<file path="src/rtl/prach_pkg.sv">
// Shared PRACH constants: eAxC RTC ID lookup indexed by [cc][ant].
// Row 3 (cc==3) is unused by hardware and kept only so a 2-bit cc indexes the table cleanly.
package prach_pkg;

  localparam logic [15:0] PrachRtcId [4][8] = '{
    '{16'h0000, 16'h0001, 16'h0002, 16'h0003, 16'h0100, 16'h0101, 16'h0102, 16'h0103},
    '{16'h0010, 16'h0011, 16'h0012, 16'h0013, 16'h0110, 16'h0111, 16'h0112, 16'h0113},
    '{16'h0020, 16'h0021, 16'h0022, 16'h0023, 16'h0120, 16'h0121, 16'h0122, 16'h0123},
    '{16'h0000, 16'h0000, 16'h0000, 16'h0000, 16'h0000, 16'h0000, 16'h0000, 16'h0000}
  };

endpackage

</file>
<file path="src/rtl/prach_packetizer.sv">
// PRACH packetizer: prepends an eAxC header beat (RTC ID + sequence ID) to each packet.
// Optional payload length check is enabled by defining PRACH_PKT_LEN_CHECK_EN.
//
// Handshake: a beat transfers on a rising edge where valid && ready; valid never waits on
// ready, and a presented master beat (m_tdata/m_tlast) stays frozen until it transfers.
module prach_packetizer
  import prach_pkg::*;
#(
  parameter int PKT_LEN = 864
) (
  input  logic        clk,
  input  logic        rst_n,
  input  logic [31:0] s_tdata,
  input  logic [4:0]  s_tuser,
  input  logic        s_tvalid,
  input  logic        s_tlast,
  output logic        s_tready,
  output logic [31:0] m_tdata,
  output logic        m_tvalid,
  output logic        m_tlast,
  input  logic        m_tready,
  output logic        err_id,
  output logic        err_len,
  output logic [1:0]  stateDbg
);

  typedef enum logic [1:0] {
    IDLE    = 2'd0,
    PAYLOAD = 2'd1,
    DROP    = 2'd2
  } stateT;

  stateT       state;
  logic [1:0]  cc;
  logic [2:0]  ant;
  logic [7:0]  seq [24];
  logic        outFree;
  logic [4:0]  curId;

  if (PKT_LEN < 1 || PKT_LEN > 1023) begin : gPktLenRange
    $error("prach_packetizer: PKT_LEN must be in 1..1023");
  end

  // The output register can take a new beat when empty or when its beat leaves this edge.
  assign outFree  = !m_tvalid || m_tready;
  assign curId    = {cc, ant};
  assign s_tready = (state == DROP) || ((state == PAYLOAD) && outFree);
  assign stateDbg = state;

`ifdef PRACH_PKT_LEN_CHECK_EN
  localparam logic [9:0] PktLen = 10'(PKT_LEN);
  logic [9:0] beatCnt;
  logic [9:0] beatNext;
  logic       lenHit;

  assign beatNext = beatCnt + 10'd1;
  assign lenHit   = (beatNext == PktLen);
`else
  assign err_len = 1'b0;
`endif

  always_ff @(posedge clk or negedge rst_n) begin
    if (!rst_n) begin
      state    <= IDLE;
      m_tvalid <= 1'b0;
      m_tlast  <= 1'b0;
      m_tdata  <= '0;
      err_id   <= 1'b0;
      cc       <= '0;
      ant      <= '0;
      for (int i = 0; i < 24; i++) seq[i] <= '0;
`ifdef PRACH_PKT_LEN_CHECK_EN
      err_len  <= 1'b0;
      beatCnt  <= '0;
`endif
    end else begin
      err_id <= 1'b0;
`ifdef PRACH_PKT_LEN_CHECK_EN
      err_len <= 1'b0;
`endif
      if (m_tready) m_tvalid <= 1'b0;

      case (state)
        IDLE: begin
          // The first payload beat stays on the input; PAYLOAD consumes it next.
          if (s_tvalid) begin
            if (s_tuser[4:3] == 2'd3) begin
              err_id <= 1'b1;
              state  <= DROP;
            end else if (outFree) begin
              m_tvalid <= 1'b1;
              m_tlast  <= 1'b0;
              m_tdata  <= {PrachRtcId[s_tuser[4:3]][s_tuser[2:0]], seq[s_tuser], 8'h00};
              cc       <= s_tuser[4:3];
              ant      <= s_tuser[2:0];
              state    <= PAYLOAD;
`ifdef PRACH_PKT_LEN_CHECK_EN
              beatCnt  <= '0;
`endif
            end
          end
        end

        PAYLOAD: begin
          if (s_tvalid && outFree) begin
            m_tvalid <= 1'b1;
            m_tdata  <= s_tdata;
            m_tlast  <= s_tlast;
`ifdef PRACH_PKT_LEN_CHECK_EN
            beatCnt  <= beatNext;
            if (s_tlast) begin
              seq[curId] <= seq[curId] + 8'd1;
              state      <= IDLE;
              if (!lenHit) err_len <= 1'b1;
            end else if (lenHit) begin
              // Overlong packet: close it here and swallow the rest up to s_tlast.
              m_tlast    <= 1'b1;
              err_len    <= 1'b1;
              seq[curId] <= seq[curId] + 8'd1;
              state      <= DROP;
            end
`else
            if (s_tlast) begin
              seq[curId] <= seq[curId] + 8'd1;
              state      <= IDLE;
            end
`endif
          end
        end

        DROP: begin
          if (s_tvalid && s_tlast) state <= IDLE;
        end

        default: state <= IDLE;
      endcase
    end
  end

endmodule

</file>
<file path="config.mk">
export PLATFORM = sky130hd
export DESIGN_NAME = prach_packetizer
export DESIGN_NICKNAME = d
export VERILOG_FILES = /design/src/rtl/prach_pkg.sv /design/src/rtl/prach_packetizer.sv
export SDC_FILE = /design/constraint.sdc
export NUM_CORES = 1
export LEC_CHECK = 0
export CAP_MARGIN = 20
export CORE_MARGIN = 2
export CORE_UTILIZATION = 55
export DETAILED_ROUTE_END_ITERATION = 6
export PLACE_DENSITY = 0.86
export SLEW_MARGIN = 20
export SYNTH_ARGS = -nofsm -noshare
export SYNTH_HDL_FRONTEND = slang
export SYNTH_SLANG_ARGS = --single-unit
export TNS_END_PERCENT = 20
</file>
<file path="constraint.sdc">
create_clock -name clk -period 5.8 [get_ports clk]
set_input_delay 1.45 -clock clk [delete_from_list [all_inputs] [get_ports clk]]
set_output_delay 1.45 -clock clk [all_outputs]
set_load 0.1 [all_outputs]
</file>
# After elaboration in Yosys (flattened, before gate mapping)

Cells that the tools add are included.

Register bits: 234
Bits in latches: 0
Memory bits (writable): 0
ROM bits: 0
Output and inout bits: 39
Word-level logic and storage cells: 106
Memories: 0

Add/subtract/negate cells: 1
$mul: 0
Divide/modulo/power cells: 0
$lt $le $gt $ge: 5
Eq/ne operators: 10
Shift operators: 0
Mux-type cells: 41
Bitwise operators: 5
Reduce and logical (&&, ||, !) cells: 13

Operators with widths:

| operator                                                 | count |
|---|---|
| binary-select mux 128 bit (select 2 bit)                 | 1 |
| two-way mux 128 bit                                      | 2 |
| bitwise mux 192 bit                                      | 1 |
| two-way mux 32 bit                                       | 4 |
| binary-select mux 8 bit (select 5 bit)                   | 2 |
| one-hot mux 32 bit (2 select lines)                      | 1 |
| binary-select mux 16 bit (select 3 bit)                  | 1 |
| demux 8 bit (select 5 bit)                               | 1 |
| two-way mux 8 bit                                        | 5 |
| two-way mux 16 bit                                       | 2 |
| greater-or-equal comparator 6 bit, second input constant | 2 |
| two-way mux 1 bit                                        | 12 |
| two-way mux 2 bit                                        | 6 |
| NOT 5 -> 6 bit                                           | 2 |
| AND reduction 5 bit                                      | 2 |
| adder 8 x 1 -> 8 bit, second input constant              | 1 |
| inequality test 2 bit, second input constant             | 4 |
| < comparator 6 x 1 -> 1 bit, second input constant       | 1 |
| one-hot mux 2 bit (3 select lines)                       | 1 |
| equality test 2 bit, second input constant               | 2 |
| greater-or-equal comparator 4 bit, second input constant | 1 |
| logical AND 1 bit                                        | 4 |
| inequality test 2 x 1 -> 1 bit, second input constant    | 2 |
| NOT 3 -> 4 bit                                           | 1 |
| 12 further kinds                                         | 14 |

# Logic depth before layout (Yosys ltp)

Depth after elaboration: 11
Gate-level depth with buffers: 13
Mapped depth without buffers: 7

# Least setup slack after synthesis

No wires, ideal clock.

Path type: reg-to-output
Start point: register state[1] (netlist: stateDbg[1])
End point: output s_tready
Arrival: 3254 ps
Data required time: 4350 ps
Slack: 1096 ps
Cell stages (with the launch flop): 3
Buffers on the path: 0
Path through: dfrtp_1 inv_1 o21ai_0

Longest elaborated chain between the ends: 3

Ends and longest elaborated chain:

| what                         | RTL line               | source |
|---|---|---|
| start, declared              | prach_packetizer.sv:33 | `stateT state;` |
| start signal, assigned       | prach_packetizer.sv:64 | `state <= IDLE;` |
| start signal, assigned       | prach_packetizer.sv:89 | `state <= DROP;` |
| start signal, assigned       | prach_packetizer.sv:96 | `state <= PAYLOAD;` |
| equality test 2 x 1 -> 1 bit | prach_packetizer.sv:47 | `assign s_tready = (state == DROP) \|\| ((state == PAYLOAD) && outFree);` |
| logical AND 1 bit            | prach_packetizer.sv:47 |  |
| logical OR 1 bit (*)         | prach_packetizer.sv:47 |  |
| end, declared                | prach_packetizer.sv:17 | `output logic s_tready,` |

Mark *: on every way between the ends. The rest lies on a longest branch, timed or not.

# Final worst setup path

Start point: register ant[0]
End point: register seq[119] (netlist bit)

Longest elaborated chain between the ends: 6

Ends and longest elaborated chain:

| what                                                                         | RTL line                | source |
|---|---|---|
| start, declared                                                              | prach_packetizer.sv:35  | `logic [2:0] ant;` |
| start signal, assigned                                                       | prach_packetizer.sv:95  | `ant <= s_tuser[2:0];` |
| NOT 5 -> 6 bit (implied by the code) (*)                                     | prach_packetizer.sv:124 | `seq[curId] <= seq[curId] + 8'd1;` |
| binary-select mux 8 bit (select 5 bit), or another cell as far along         | prach_packetizer.sv:124 |  |
| two-way mux 8 bit (implied by the code) or logical AND 1 bit (tied branches) | prach_packetizer.sv:124 |  |
| two-way mux 8 bit (implied by the code)                                      | prach_packetizer.sv:124 |  |
| adder 8 x 1 -> 8 bit or demux 8 bit (select 5 bit) (tied branches)           | prach_packetizer.sv:124 |  |
| bitwise mux 192 bit (*)                                                      | prach_packetizer.sv:124 |  |
| end signal, assigned by index                                                | prach_packetizer.sv:124 |  |
| end, declared                                                                | prach_packetizer.sv:36  | `logic [7:0] seq [24];` |

Mark *: on every way between the ends. The rest lies on a longest branch, timed or not. The select of a mux whose other input is x is not followed.
A chain may end at the register's enable or synchronous reset.

==> qor.yml <==
cts:
  cts_setup_buffers: 0
  post_cts_resized: 0
  clock_latency_ns: 0.54
  cts_hold_buf: 0
  clockBufferDepth: 3
  htree_levels: 1
  cts_buffers: 25
  cts_tree: "built"
  cts.clk_slew.worst_paths_ns: 0.06
  cts-root-buf: "clkbuf_16"
  cts.sinks: 234
synthesis:
  avgSynthCellArea_um2: 11.4
  yosysMostFrequentCell: "dfrtp_1"
  synthXorXnorAreaFrac_pct: 0.249
  synth_fp_nets: 1229
  synth_area_leaders: "dfrtp_1 (43%), mux4_2 (14%), mux2_2 (7.0%)"
  synth-edff-count: 0
  synth_fa_ha_area_share_pct: 0.0924
  ys_warn_count: 0
  synthSimpleGateAreaFrac_pct: 16.1
  synth_top_area_share_pct: 43.2
  synth_cell_type_count: 51
  synth_top_family_by_area: "multiplexers"
  synthCells: 1186
  synth-async-reset-ratio_pct: 100
  ys_seq_area_share_pct: 43.2
  ys_seq_elements: 234
  synth_compound_area_share_pct: 9.24
  synth.area.mux_share_pct: 24.8
  ys.flop_type: "dfrtp_1"
  synth_area_um2: 13500
  yosys.area.top_type: "dfrtp_1"
  yosys-top-cells-count: "dfrtp_1 (234), nand2_1 (138), mux4_2 (86)"
placed_design:
  dp_cells: 1473
  pre_cts_slack_ns: 1.43
  finalWeightedCongestion: 0.867
  io_buffer_count: 79
  placed_area_um2: 14100
  hpwl_mm: 22.8
die:
  initial_core_util_pct: 55.9
  die_w_um: 161
  die_h_um: 161
  coreArea_um2: 24200
  dieArea_um2: 25900
  io_pins: 81
  num_rows: 57
timing:
  period_share_pct: 74.6
  setup_viol: 0
  hold_slack_ns: 0.482
  final-hold-violation-count: 0
  slew_violations: 0
  rsz0062_at_grt: "false"
  layout_setup_ws_ns: 1.47
  fmax_mhz: 231
  fin_crit_ns: 4.33
  fin_worst_skew_ns: 0.0274
  relSlewSlack_pct: 25.1
  setup-tns-final_ns: 0
  tightest_slew_ns: 1.12
cells_and_area:
  antennaDiodeCount: 0
  drive_gt1_share_pct: 22.3
  stdcell_area_um2: 15000
  fin_cells: 1517
  synthToLayoutAreaGrowth_pct: 10.9
  utilization_pct: 62.0
  nets: 1220
worst_setup_path:
  r2r.worst_path.cells: 8
  cp_slowest_cell: "dfrtp_4"
  crit_type: "flop to flop"
  critPathCaptureType: "flop"
  path_cells: "buf_4, mux4_1, a22oi_1, nand3_2, nand4_2, buf_4, or4_1, nand3_1"
  crit_family: "buffers and inverters"
  path_common_cell: "buf_4"
  cp.required_ns: 6.19
  cpPeakStageDelay_ns: 0.91
  cp_max_fo: 96
  cp_num_buf_inv: 2
  startpoint_type: "flop"
  path_depth: 8
  arrival_ns: 4.71
pwr:
  p_leak_nw: 6.52
  ir_drop_mv: 0.254
  power_density_nw_per_um2: 402
  power.total_mw: 6.04
run:
  cap_viol_max_count: 0
drt:
  vias: 10600
  drtIter0Drc: 1360
  first_pass_iters: 7
  antenna_left: 0
  viasPerCell: 7.01
  routed_wl_mm: 37.0
  routedWlPerCell_um: 24.4
  drc: 1
grt:
  grt_pass1_wl_mm: 58.9
  antenna_found_initial: 0
  grt_max_degree: 128
  grt_usage_pct: 28.8
  grt_pass1_vias: 10400
  overflow: 0
hold_path:
  worstHoldPathType: "flop to flop"
  min_path_cells: 2
status:
  violations: "DRC"
  outcome: "finished with violations"
## sequential cells by signal, indices dropped and copies added, names as in the netlist
signal,flops
m_tvalid,1
m_tdata,32
err_id,1
stateDbg,2
ant,3
seq,192
m_tlast,1
cc,2
## per-layer routing
metal	track usage (%)	up-vias	wire length, µm
met3	4.96	151	3380
met4	15.2	0	2030
met5	0	-	0
met2	45.4	713	17800
met1	38.6	5292	13800
li1	-	4484	-
## cells in the final DEF (no fill, tap or decap), types with 5 or more instances in the layout
cell	Yosys	layout
a22o_1	19	19
dfrtp_1	234	232
o21ai_0	85	85
nor2_1	74	74
nand4bb_1	6	6
nand3_2	8	8
mux4_1	17	17
a22oi_2	7	7
clkbuf_16	0	25
a221o_1	8	8
clkdlybuf4s50_1	0	73
mux4_2	86	86
a22oi_1	20	20
clkbuf_8	0	7
buf_4	14	23
nand4b_1	12	12
nand3_1	76	76
mux2_2	84	84
o21ai_1	59	59
or4_1	72	72
nand4_1	6	6
nand2_1	138	138
and3_1	5	5
## cell families after synthesis
| family | Yosys count |
|---|---|
| AO/OA/AOI/OAI | 205 |
| XOR/XNOR | 3 |
| adder cells (fa/ha/maj) | 1 |
| buffers and inverters | 140 |
| flip-flops | 234 |
| multiplexers | 189 |
| other | 1 |
| AND/OR/NAND/NOR | 413 |
## where the power goes
part           internal (mW)  switching, mW
clock network           1.05          0.663
registers               1.83          0.290
logic                  0.657           1.55
## worst min-delay path, stage by stage (launching register included)
cell,delay (ns)
dfrtp_1,0.34
nand2_1,0.05
o21ai_0,0.06
## final cells by class
class / instances / area [µm²]
fill: 1786 / 9230
tap: 324 / 405
timing repair buffer: 101 / 976
multi-input combinational: 812 / 6890
clock buffer: 36 / 737
clock inverter: 7 / 139
inverter: 3 / 11.3
sequential: 234 / 5860
## final timing paths
check | from | endpoint | slack (ns)
max | ant[0]$_DFFE_PN0P_ | seq[119]$_DFFE_PN0P_ | 1.47
min | m_tdata[16]$_DFFE_PN0P_ | m_tdata[16]$_DFFE_PN0P_ | 0.48
max reg2reg | ant[0]$_DFFE_PN0P_ | seq[119]$_DFFE_PN0P_ | 1.47
min reg2reg | m_tdata[16]$_DFFE_PN0P_ | m_tdata[16]$_DFFE_PN0P_ | 0.48
max in group asynchronous | rst_n | m_tdata[11]$_DFFE_PN0P_ | 3.63
min in group asynchronous | rst_n | seq[126]$_DFFE_PN0P_ | 1.03
No activity file was read; power rests on OpenSTA's default activity.
